==> config.mk <==
export PLATFORM = sky130hd
export DESIGN_NAME = instruction_fetch
export DESIGN_NICKNAME = d
export VERILOG_FILES = /design/src/rtl/instruction_fetch.sv
export SDC_FILE = /design/constraint.sdc
export NUM_CORES = 1
export LEC_CHECK = 0
export CORE_MARGIN = 1.5
export CORE_UTILIZATION = 35
export CTS_CLUSTER_SIZE = 20
export DETAILED_ROUTE_END_ITERATION = 12
export PLACE_DENSITY_LB_ADDON = 0.1
export SETUP_SLACK_MARGIN = 0.5
export SLEW_MARGIN = 20
export SYNTH_ARGS = -nofsm -noshare
export SYNTH_HDL_FRONTEND = slang
export SYNTH_SLANG_ARGS = --single-unit
==> constraint.sdc <==
create_clock -name clock -period 2.2 [get_ports clock]
set_input_delay 0.44 -clock clock [delete_from_list [all_inputs] [get_ports clock]]
set_output_delay 0.44 -clock clock [all_outputs]
set_load 0.005 [all_outputs]
==> src/rtl/instruction_fetch.sv <==
// Instruction fetch for a mixed 16/32-bit ISA: reads 16-bit words, uses bit 15 of the
// first word to decide whether a second word follows, and hands the result to decode.
module instruction_fetch #(
    parameter int                  PC_WIDTH = 16,
    parameter logic [PC_WIDTH-1:0] RESET_PC = '0
) (
    input  logic                clock,
    input  logic                reset_n,
    output logic                imem_req,
    output logic [PC_WIDTH-1:0] imem_addr,
    input  logic [15:0]         imem_data,
    input  logic                branch_valid,
    input  logic [PC_WIDTH-1:0] branch_target,
    output logic [31:0]         fetchoutput,
    output logic                fetch_is32,
    output logic [PC_WIDTH-1:0] fetch_pc,
    output logic                fetch_valid,
    input  logic                decode_ready
);

    typedef enum logic [1:0] {
        FETCH,
        LOW,
        HIGH,
        HOLD
    } state_t;

    state_t              state_reg;
    logic [PC_WIDTH-1:0] pc_reg;
    logic [31:0]         instr_reg;
    logic                is32_reg;
    logic                valid_reg;

    logic [PC_WIDTH-1:0] pc_plus1;
    logic [PC_WIDTH-1:0] pc_next;
    logic                second_req;

    // The second-word request is issued in the same cycle the first word arrives,
    // unless a redirect lands in that cycle.
    assign pc_plus1   = pc_reg + PC_WIDTH'(1);
    assign pc_next    = pc_reg + (is32_reg ? PC_WIDTH'(2) : PC_WIDTH'(1));
    assign second_req = (state_reg == LOW) && imem_data[15] && !branch_valid;

    assign imem_req  = (state_reg == FETCH) || second_req;
    assign imem_addr = second_req ? pc_plus1 : pc_reg;

    assign fetchoutput = instr_reg;
    assign fetch_is32  = is32_reg;
    assign fetch_pc    = pc_reg;
    assign fetch_valid = valid_reg;

    always_ff @(posedge clock) begin
        if (!reset_n) begin
            state_reg <= FETCH;
            pc_reg    <= RESET_PC;
            instr_reg <= '0;
            is32_reg  <= 1'b0;
            valid_reg <= 1'b0;
        end else if (branch_valid) begin
            // Redirect wins over everything, including a handshake in HOLD.
            state_reg <= FETCH;
            pc_reg    <= branch_target;
            valid_reg <= 1'b0;
        end else begin
            case (state_reg)
                FETCH: begin
                    state_reg <= LOW;
                end
                LOW: begin
                    instr_reg[15:0] <= imem_data;
                    is32_reg        <= imem_data[15];
                    if (imem_data[15]) begin
                        state_reg <= HIGH;
                    end else begin
                        instr_reg[31:16] <= 16'h0000;
                        state_reg        <= HOLD;
                        valid_reg        <= 1'b1;
                    end
                end
                HIGH: begin
                    instr_reg[31:16] <= imem_data;
                    state_reg        <= HOLD;
                    valid_reg        <= 1'b1;
                end
                HOLD: begin
                    if (decode_ready) begin
                        pc_reg    <= pc_next;
                        state_reg <= FETCH;
                        valid_reg <= 1'b0;
                    end
                end
                default: begin
                    state_reg <= FETCH;
                    valid_reg <= 1'b0;
                end
            endcase
        end
    end

endmodule

==> summary.txt, run 1 <==
Worst hold path type - reg -> reg
Root cell of the clock tree - clkbuf_8
Family with the most delay on the worst path - buffers and inverters
Placed inst area - 4180 um2
Syn Inst Count - 340
Post-cts hold buffer count - 0
Count of flip-flops with a built-in enable after synthesis - 0
Met2 WL - 4.42 mm
Most common cell after layout, fill and taps aside - clkdlybuf4s50_1
Ports - 103
Post-synth cell types - 41
Clock skew - 0.00248 ns
Setup crit start kind - flip-flop
Core ar. - 7650 um2
Outcome - finished, violations left
Area Overhead vs Synth - 83.2%
Die X - 91.3 um
CP max-delay cell - dfxtp_2
Yosys warns - 0
CTS sink cnt - 51
Fin util - 65.4%
1st-pass router iterations - 5
First-pass GRT wire length - 14.4 mm
Synth Register Bits - 51
Site row count - 32
Worst Max-Slew Pin Slew - 0.613 ns
Failing checks - negative setup slack
Routed len/inst - 14.9 um
Total CTS buffers - 5
Antenna viol nets, final - 0
GRT overflow - 0
Largest net degree at the start of global routing - 32
Vias - 2964
Die area - 8340 um2
Final count of hold timing violations - 0
Max layer used - met4
Nets - 547
Largest register FFs - 32
Setup CP Type - reg -> out
Leak - 2.01 nW
Critical Path AT - 1.79 ns
Routed met1 length - 4.07 mm
Most frequent cells in the layout - clkdlybuf4s50_1 (69), nand2_1 (57), buf_4 (47), buf_6 (32), dfxtp_1 (32)
Vias in the first global route - 2924
Crit-path max cell delay - 0.33 ns
Clk buf depth - 2
Vias/cell - 4.90
Met3 wire length - 424 um
# setup viols final - 3
H-tree levels - 2
Syn Area/Cell - 8.03 um2
Global router's overall resource usage - 21.7%
Share of layout cells above drive strength 1 - 39.6%
Clock slew at reported path FFs - 0.10 ns
Starting Density - 35.7%
Post-layout min period - 2.23 ns
Sequential element share of the synthesized area - 37.4%
Ys flop type - dfxtp_1
DRC - 0
Max-slew violation count - 0
Chip height - 91.3 um
Synthesized Nets - 385
Synth Cell Area - 2730 um2
Worst-path maximum fanout - 3
Max VDD drop - 0.259 mV
Total wire length - 9.03 mm
Most common cell on crit path - buf_6
# diodes - 0
Share of flip-flops with an asynchronous set or reset - 0%
Max cap viols - 0
Buf/Inv on CP - 6
Routability cong. - 0.779
Worst EP required - 1.76 ns
Reg2Reg Setup Slack - 0.20 ns
Detailed Route Iter0 Violations - 117
Slew headroom - 59.0%
Final Cycle Share - 102%
CTS tree - yes
HPWL Detailed - 6.10 mm
RSZ-0062 raised after global routing - yes
# fillers - 685
Worst setup slack after layout - -0.0334 ns
Crit-path cells - inv_2 > ha_4 > nand3b_1 > buf_6 > nor3b_4 > buf_4 > buf_6 > buf_6 > xor2_1 > buf_2
Highest clock rate - 448 MHz
CP endpoint kind - output pin
Initial antenna violation count - 0
Final Cell Area - 5000 um2
Worst-Skew Late Latency - 0.31 ns
Number of I/O port buffers - 102
PD cells - 409 nW/um2
[stage by stage]
stage	setup WS, ns	power [mW]	instances	TNS [ns]	hold WS, ns
finish	-0.0334	2.04	605	-0.0382	0.456
global route	-0.122	2.15	605	-0.956	0.474
CTS	-0.0249	2.01	589	-0.0403	0.469
detailed placement	-0.648	1.43	560	-8.39	0.454
global placement	-0.572	1.42	560	-7.96	0.448
floorplan	0.399	1.17	340	0	0.457
[cells in the mapped netlist, drive strengths merged, types with 2 or more instances]
master	instances	share of area, %
nand2	68	9.3
and2	4	0.92
nand4	11	2.5
nor4	5	1.1
nor3	4	0.73
and4	2	0.64
buf	11	2.2
nand4b	2	0.64
o31ai	2	0.55
a21oi	13	2.5
clkbuf	17	2.4
ha	8	3.7
xor2	12	3.8
nand2b	4	0.92
nand3	19	3.7
a211oi	2	0.55
nand3b	3	0.82
o2bb2ai	2	0.64
inv	8	1.1
o21ai	17	3.1
dfxtp	51	37
a21o	2	0.55
nor2	12	1.6
a21boi	32	8.8
xnor2	15	4.8
nor2b	3	0.69
mux2i	2	0.73
[worst register-to-register path: cells and delay by family, from the launching register on]
family | cells | cell delay [ns]
fa+ha+maj | 2 | 0.43
simple gates | 2 | 0.26
compound gates | 1 | 0.08
xor+xnor | 1 | 0.13
buf+inv | 6 | 0.64
flops | 1 | 0.36
[timing repair]
| item | in CTS | in global routing |
|---|---|---|
| setup endpoints to repair | 58 | 44 |
| resized for setup | 153 | 80 |
| gates cloned | 0 | 2 |
| buffers inserted | 21 | 14 |
| pin swaps | 28 | 74 |
[logic make-up (layout without fill, tap and decap cells)]
| logic type | after synthesis | after routing | synth area share, % |
|---|---|---|---|
| AOI/OAI and AO/OA | 75 | 76 | 18.3 |
| xor gates and xnor gates | 27 | 27 | 8.66 |
| adders and majority gates | 9 | 9 | 4.40 |
| buffers and inverters | 36 | 198 | 5.73 |
| DFF | 51 | 51 | 37.4 |
| muxes | 3 | 3 | 1.15 |
| and+or+nand+nor | 139 | 139 | 24.4 |
[metal layers]
metal | global-route usage (%) | up-vias
met5 | 0 | -
met4 | 5.86 | 0
met3 | 4.19 | 8
met2 | 37.3 | 72
met1 | 27.5 | 1395
li1 | - | 1489
[path summary, 6_finish.rpt]
path	from	end	cells past startpoint
setup reg to reg	fetch_pc[0]	fetch_pc[6]	12
setup / recovery	state_reg[1]	imem_addr[7]	10
hold / removal	fetchoutput[28]	fetchoutput[28]	2
hold reg to reg	fetchoutput[28]	fetchoutput[28]	2
[area by class of cell]
| cell class | count | area (um2) | area share [%] |
|---|---|---|---|
| multi-input cells | 254 | 2020 | 40.4 |
| well taps | 102 | 128 | 2.55 |
| flip-flops and latches | 51 | 1060 | 21.2 |
| inverters | 8 | 30.0 | 0.600 |
| repair buffers | 182 | 1680 | 33.5 |
| clock inverters | 2 | 16.3 | 0.325 |
| clock buffers | 6 | 72.6 | 1.45 |
[power by group]
| group | total, mW | internal, mW | switching, mW |
|---|---|---|---|
| logic | 0.497 | 0.283 | 0.214 |
| registers | 0.984 | 0.956 | 0.0281 |
| clock network | 0.564 | 0.229 | 0.335 |
| total | 2.04 | 1.47 | 0.577 |
(Power assumes the default switching activity.)
==> run 2, diff against run 1 <==
- TNS_END_PERCENT: unset -> 1
==> summary.txt, run 2 (synthesis gave the netlist of run 1 again) <==
Site row count - 32
Clk buf depth - 2
Largest net degree at the start of global routing - 27
Final count of hold timing violations - 0
Root cell of the clock tree - clkbuf_8
Ports - 103
Vias/cell - 5.00
Slew headroom - 61.3%
Area Overhead vs Synth - 63.8%
Largest register FFs - 32
Net Sw Frac - 27.6%
Die X - 91.3 um
Net Sw Power - 0.542 mW
Detailed Route Iter0 Violations - 90
Setup CP Type - reg -> out
Setup crit start kind - flip-flop
Nets - 510
Core ar. - 7650 um2
Vias in the first global route - 2874
Routed len/inst - 14.7 um
Chip height - 91.3 um
Post-cts hold buffer count - 0
Most frequent cells in the layout - clkdlybuf4s50_1 (73), nand2_1 (66), dfxtp_1 (32), buf_4 (32), a21boi_0 (29)
# diodes - 0
Failing checks - negative setup slack
# setup viols final - 4
Vias - 2839
Worst setup slack after layout - -0.0308 ns
Final Cycle Share - 101%
Reg2Reg Setup Slack - 0.21 ns
First-pass GRT wire length - 13.8 mm
Clock skew - 0.00954 ns
DRC - 0
Outcome - finished, violations left
Worst-path maximum fanout - 6
Max cap viols - 0
Leak - 1.78 nW
Worst EP required - 1.76 ns
HPWL Detailed - 6.04 mm
PD cells - 438 nW/um2
Post-layout min period - 2.23 ns
Critical Path AT - 1.79 ns
Starting Density - 35.7%
Combinational Power Share - 21.1%
Max VDD drop - 0.225 mV
GRT overflow - 0
Worst hold path type - reg -> reg
# fillers - 713
Internal power - 1.42 mW
Initial antenna violation count - 0
Routability cong. - 0.881
Share of layout cells above drive strength 1 - 26.6%
Die area - 8340 um2
Highest clock rate - 448 MHz
Area occupied by multi-input gates - 1830 um2
RSZ-0062 raised after global routing - yes
Clock power share - 28.4%
Non-Filler Instances - 568
Sequential Power Share - 50.5%
Total CTS buffers - 5
Worst-Skew Late Latency - 0.30 ns
Register Area - 1060 um2
CP endpoint kind - output pin
Final Cell Area - 4470 um2
H-tree levels - 2
Global router's overall resource usage - 20.4%
Most common cell after layout, fill and taps aside - clkdlybuf4s50_1
CTS sink cnt - 51
Antenna viol nets, final - 0
CTS tree - yes
Max-slew violation count - 0
Placed cells - 555
Number of I/O port buffers - 102
Placed inst area - 4140 um2
1st-pass router iterations - 4
Clock slew at reported path FFs - 0.10 ns
Worst Max-Slew Pin Slew - 0.579 ns
Total wire length - 8.35 mm
run 2: cell types whose count changed in the layout (fill, tap and decap cells not counted), moves of 3 or more:
cell / before / now
a21boi_0: 17 / 29
nand3_1: 1 / 17
buf_4: 47 / 32
a21boi_2: 4 / 0
nand2b_1: 1 / 4
nand2_1: 57 / 66
buf_6: 32 / 11
dlymetal6s2s_1: 1 / 4
nand2_2: 11 / 2
nand3_2: 17 / 1
dlygate4sd2_1: 13 / 9
a21boi_1: 11 / 3
clkdlybuf4s50_1: 69 / 73
run 2: repair_timing:
action,in CTS,in global routing
buffers inserted,5,0
pin swaps,37,36
gates resized for setup,120,29
setup endpoints to repair,55,52
run 2: routing by layer:
metal | vias to the layer above | share of wire (%) | GRT usage (%)
met2 | 71 | 50 | 36.3
met5 | - | 0 | 0
met3 | 7 | 6.0 | 4.86
met1 | 1348 | 43 | 24.4
li1 | 1413 | - | -
met4 | 0 | 0.93 | 5.47
run 2: area by class of cell:
class | count | share of cell area (%)
flip-flops and latches | 51 | 23.7
multi-input cells | 253 | 40.9
well taps | 102 | 2.85
inverters | 8 | 0.671
repair buffers | 146 | 29.9
clock inverters | 2 | 0.364
clock buffers | 6 | 1.62
run 2: worst max-delay path: stages, from the launching register on:
cell      delay [ns]
dfxtp_2         0.34
inv_2           0.07
ha_4            0.12
nand3b_1        0.11
buf_12          0.16
nor3b_4         0.17
buf_6           0.13
buf_6           0.09
nand2_2         0.05
xnor2_2         0.12
buf_2           0.12
run 2: stage by stage:
| stage | utilization, % | TNS [ns] | worst slack [ns] | power [mW] | hold slack [ns] |
|---|---|---|---|---|---|
| after floorplan | - | 0 | 0.399 | 1.17 | 0.457 |
| after detailed placement | 54.1 | -6.85 | -0.502 | 1.42 | 0.456 |
| after global routing | 58.5 | -1.05 | -0.155 | 2.06 | 0.491 |
| after global placement | 54.1 | -6.54 | -0.484 | 1.42 | 0.448 |
| after CTS | 57.3 | -0.186 | -0.0461 | 1.98 | 0.471 |
| final | 58.5 | -0.0991 | -0.0308 | 1.96 | 0.468 |
run 2: worst paths after layout:
| path | from | end | cells after the start |
|---|---|---|---|
| setup reg to reg | fetch_pc[0] | fetch_pc[12] | 9 |
| hold reg to reg | fetchoutput[7] | fetchoutput[7] | 2 |
| setup / recovery | state_reg[1] | imem_addr[9] | 10 |
| hold / removal | fetchoutput[7] | fetchoutput[7] | 2 |
run 2: power groups by stage:
stage	Combinational (mW)	Sequential [mW]	Clock (mW)
CTS	0.410	0.991	0.578
global placement	0.412	1.01	0
detailed placement	0.416	1.01	0
floorplan	0.162	1.01	0
global route	0.453	0.995	0.608
finish	0.414	0.990	0.557
==> run 3, diff against run 2 <==
- CORE_UTILIZATION: 35 -> 44
==> summary.txt, run 3 (synthesis gave the netlist of run 1 again) <==
Detailed Route Iter0 Violations - 123
Largest register FFs - 32
Vias - 2861
Starting Density - 45.9%
Highest clock rate - 435 MHz
Slew headroom - 58.4%
Clock skew - 0.00694 ns
Share of layout cells above drive strength 1 - 25.8%
Number of I/O port buffers - 102
Outcome - finished, violations left
# diodes - 0
Reg2Reg Setup Slack - 0.24 ns
Most frequent cells in the layout - clkdlybuf4s50_1 (70), nand2_1 (65), dfxtp_1 (34), buf_4 (34), a21boi_0 (30)
Placed inst area - 4070 um2
# fillers - 466
Max VDD drop - 0.272 mV
Family with the most delay on the worst path - buffers and inverters
Antenna viol nets, final - 0
Clock slew at reported path FFs - 0.10 ns
Chip height - 81.8 um
Most common cell on crit path - buf_6
Final count of hold timing violations - 0
Worst Max-Slew Pin Slew - 0.622 ns
HPWL Detailed - 5.58 mm
Max cap viols - 0
R2R cell count - 9
First-pass GRT wire length - 12.9 mm
CTS tree - yes
Die area - 6690 um2
Post-layout min period - 2.30 ns
Worst-path maximum fanout - 7
CP endpoint kind - output pin
Setup CP Type - reg -> out
Site row count - 28
Initial antenna violation count - 0
Routed len/inst - 15.5 um
Crit path from - state_reg[1]
1st-pass router iterations - 4
Buf/Inv on CP - 5
Pre-CTS setup slack - -0.577 ns
CP max-delay cell - dfxtp_2
GRT overflow - 0
Root cell of the clock tree - clkbuf_8
Final Cell Area - 4410 um2
Area Overhead vs Synth - 61.5%
Critical Path AT - 1.86 ns
DRC - 0
Hold path depth - 2
Largest net degree at the start of global routing - 50
Die X - 81.8 um
RSZ-0062 raised after global routing - yes
CTS sink cnt - 51
CP Depth - 10
Leak - 1.80 nW
Total wire length - 8.39 mm
Max-slew violation count - 0
Vias/cell - 5.29
Worst-Skew Late Latency - 0.31 ns
Routability cong. - 0.853
Post-cts hold buffer count - 0
PD cells - 445 nW/um2
H-tree levels - 2
Hold Path Origin - fetchoutput[21]
Ports - 103
# setup viols final - 8
Worst setup slack after layout - -0.0987 ns
Core ar. - 5960 um2
Failing checks - negative setup slack
Crit-path cells - inv_2 > ha_4 > nand3b_1 > buf_6 > nor3b_2 > buf_4 > buf_6 > nand2_2 > xnor2_1 > buf_2
R2r endpoint - fetch_pc[12]
End point of the critical path - imem_addr[9]
Total CTS buffers - 5
RR Startpoint - fetch_pc[0]
Worst EP required - 1.76 ns
Global router's overall resource usage - 25.1%
Setup crit start kind - flip-flop
Most common cell after layout, fill and taps aside - clkdlybuf4s50_1
Worst hold path type - reg -> reg
Crit-path max cell delay - 0.33 ns
Nets - 510
Final Cycle Share - 104%
Vias in the first global route - 2803
Hold_ws - 0.467 ns
Clk buf depth - 2
==> run 3: per-stage QoR <==
| step | setup TNS, ns | instances | util [%] | total power, mW |
|---|---|---|---|---|
| 4_1_cts | -0.251 | 540 | 72.0 | 1.96 |
| 3_5_place_dp | -7.42 | 525 | 68.3 | 1.42 |
| 3_3_place_gp | -6.25 | 525 | 68.3 | 1.41 |
| 6_report | -0.490 | 541 | 74.1 | 1.96 |
| 5_1_grt | -1.30 | 541 | 74.1 | 2.04 |
| 2_1_floorplan | 0 | 340 | - | 1.17 |
==> run 3: area by class of cell <==
| cell class | count | area [um2] | area share, % |
|---|---|---|---|
| tap | 75 | 93.8 | 2.13 |
| timing repair buffer | 146 | 1330 | 30.1 |
| sequential | 51 | 1060 | 24.1 |
| multi-input combinational | 253 | 1800 | 40.8 |
| inverter | 8 | 32.5 | 0.737 |
| clock inverter | 2 | 16.3 | 0.369 |
| clock buffer | 6 | 72.6 | 1.64 |
==> run 3: where the power goes <==
group / total, mW / switching [mW] / internal, mW
Sequential: 0.989 / 0.0352 / 0.954
Combinational: 0.406 / 0.178 / 0.228
Clock: 0.569 / 0.339 / 0.230
Total: 1.96 / 0.553 / 1.41
==> run 3: worst min-delay path by stage <==
stage / endpoint / slack, ns
floorplan: fetchoutput[23] / 0.46
global route: fetchoutput[13] / 0.49
finish: fetchoutput[21] / 0.47
detailed placement: fetchoutput[23] / 0.46
global placement: fetchoutput[30] / 0.45
CTS: fetchoutput[6] / 0.47
==> run 3: layer usage <==
metal / routed length, um / global-route usage [%] / vias to the layer above / part of all wire, %
li1: - / - / 1411 / -
met1: 3450 / 29.7 / 1340 / 41
met2: 4190 / 43.7 / 99 / 50
met3: 664 / 6.11 / 11 / 7.9
met4: 86 / 9.49 / 0 / 1.0
met5: 0 / 0 / - / 0
==> run 3: what timing repair did <==
| action | in CTS | in global routing |
|---|---|---|
| endpoints found under the setup margin | 56 | 51 |
| resized for setup | 112 | 39 |
| pin swaps | 37 | 35 |
| buffers inserted | 7 | 1 |
==> run 3: worst min-delay path, stage by stage, from the launching register on <==
cell      delay, ns
dfxtp_1        0.33
nand2_1        0.05
a21boi_1       0.05
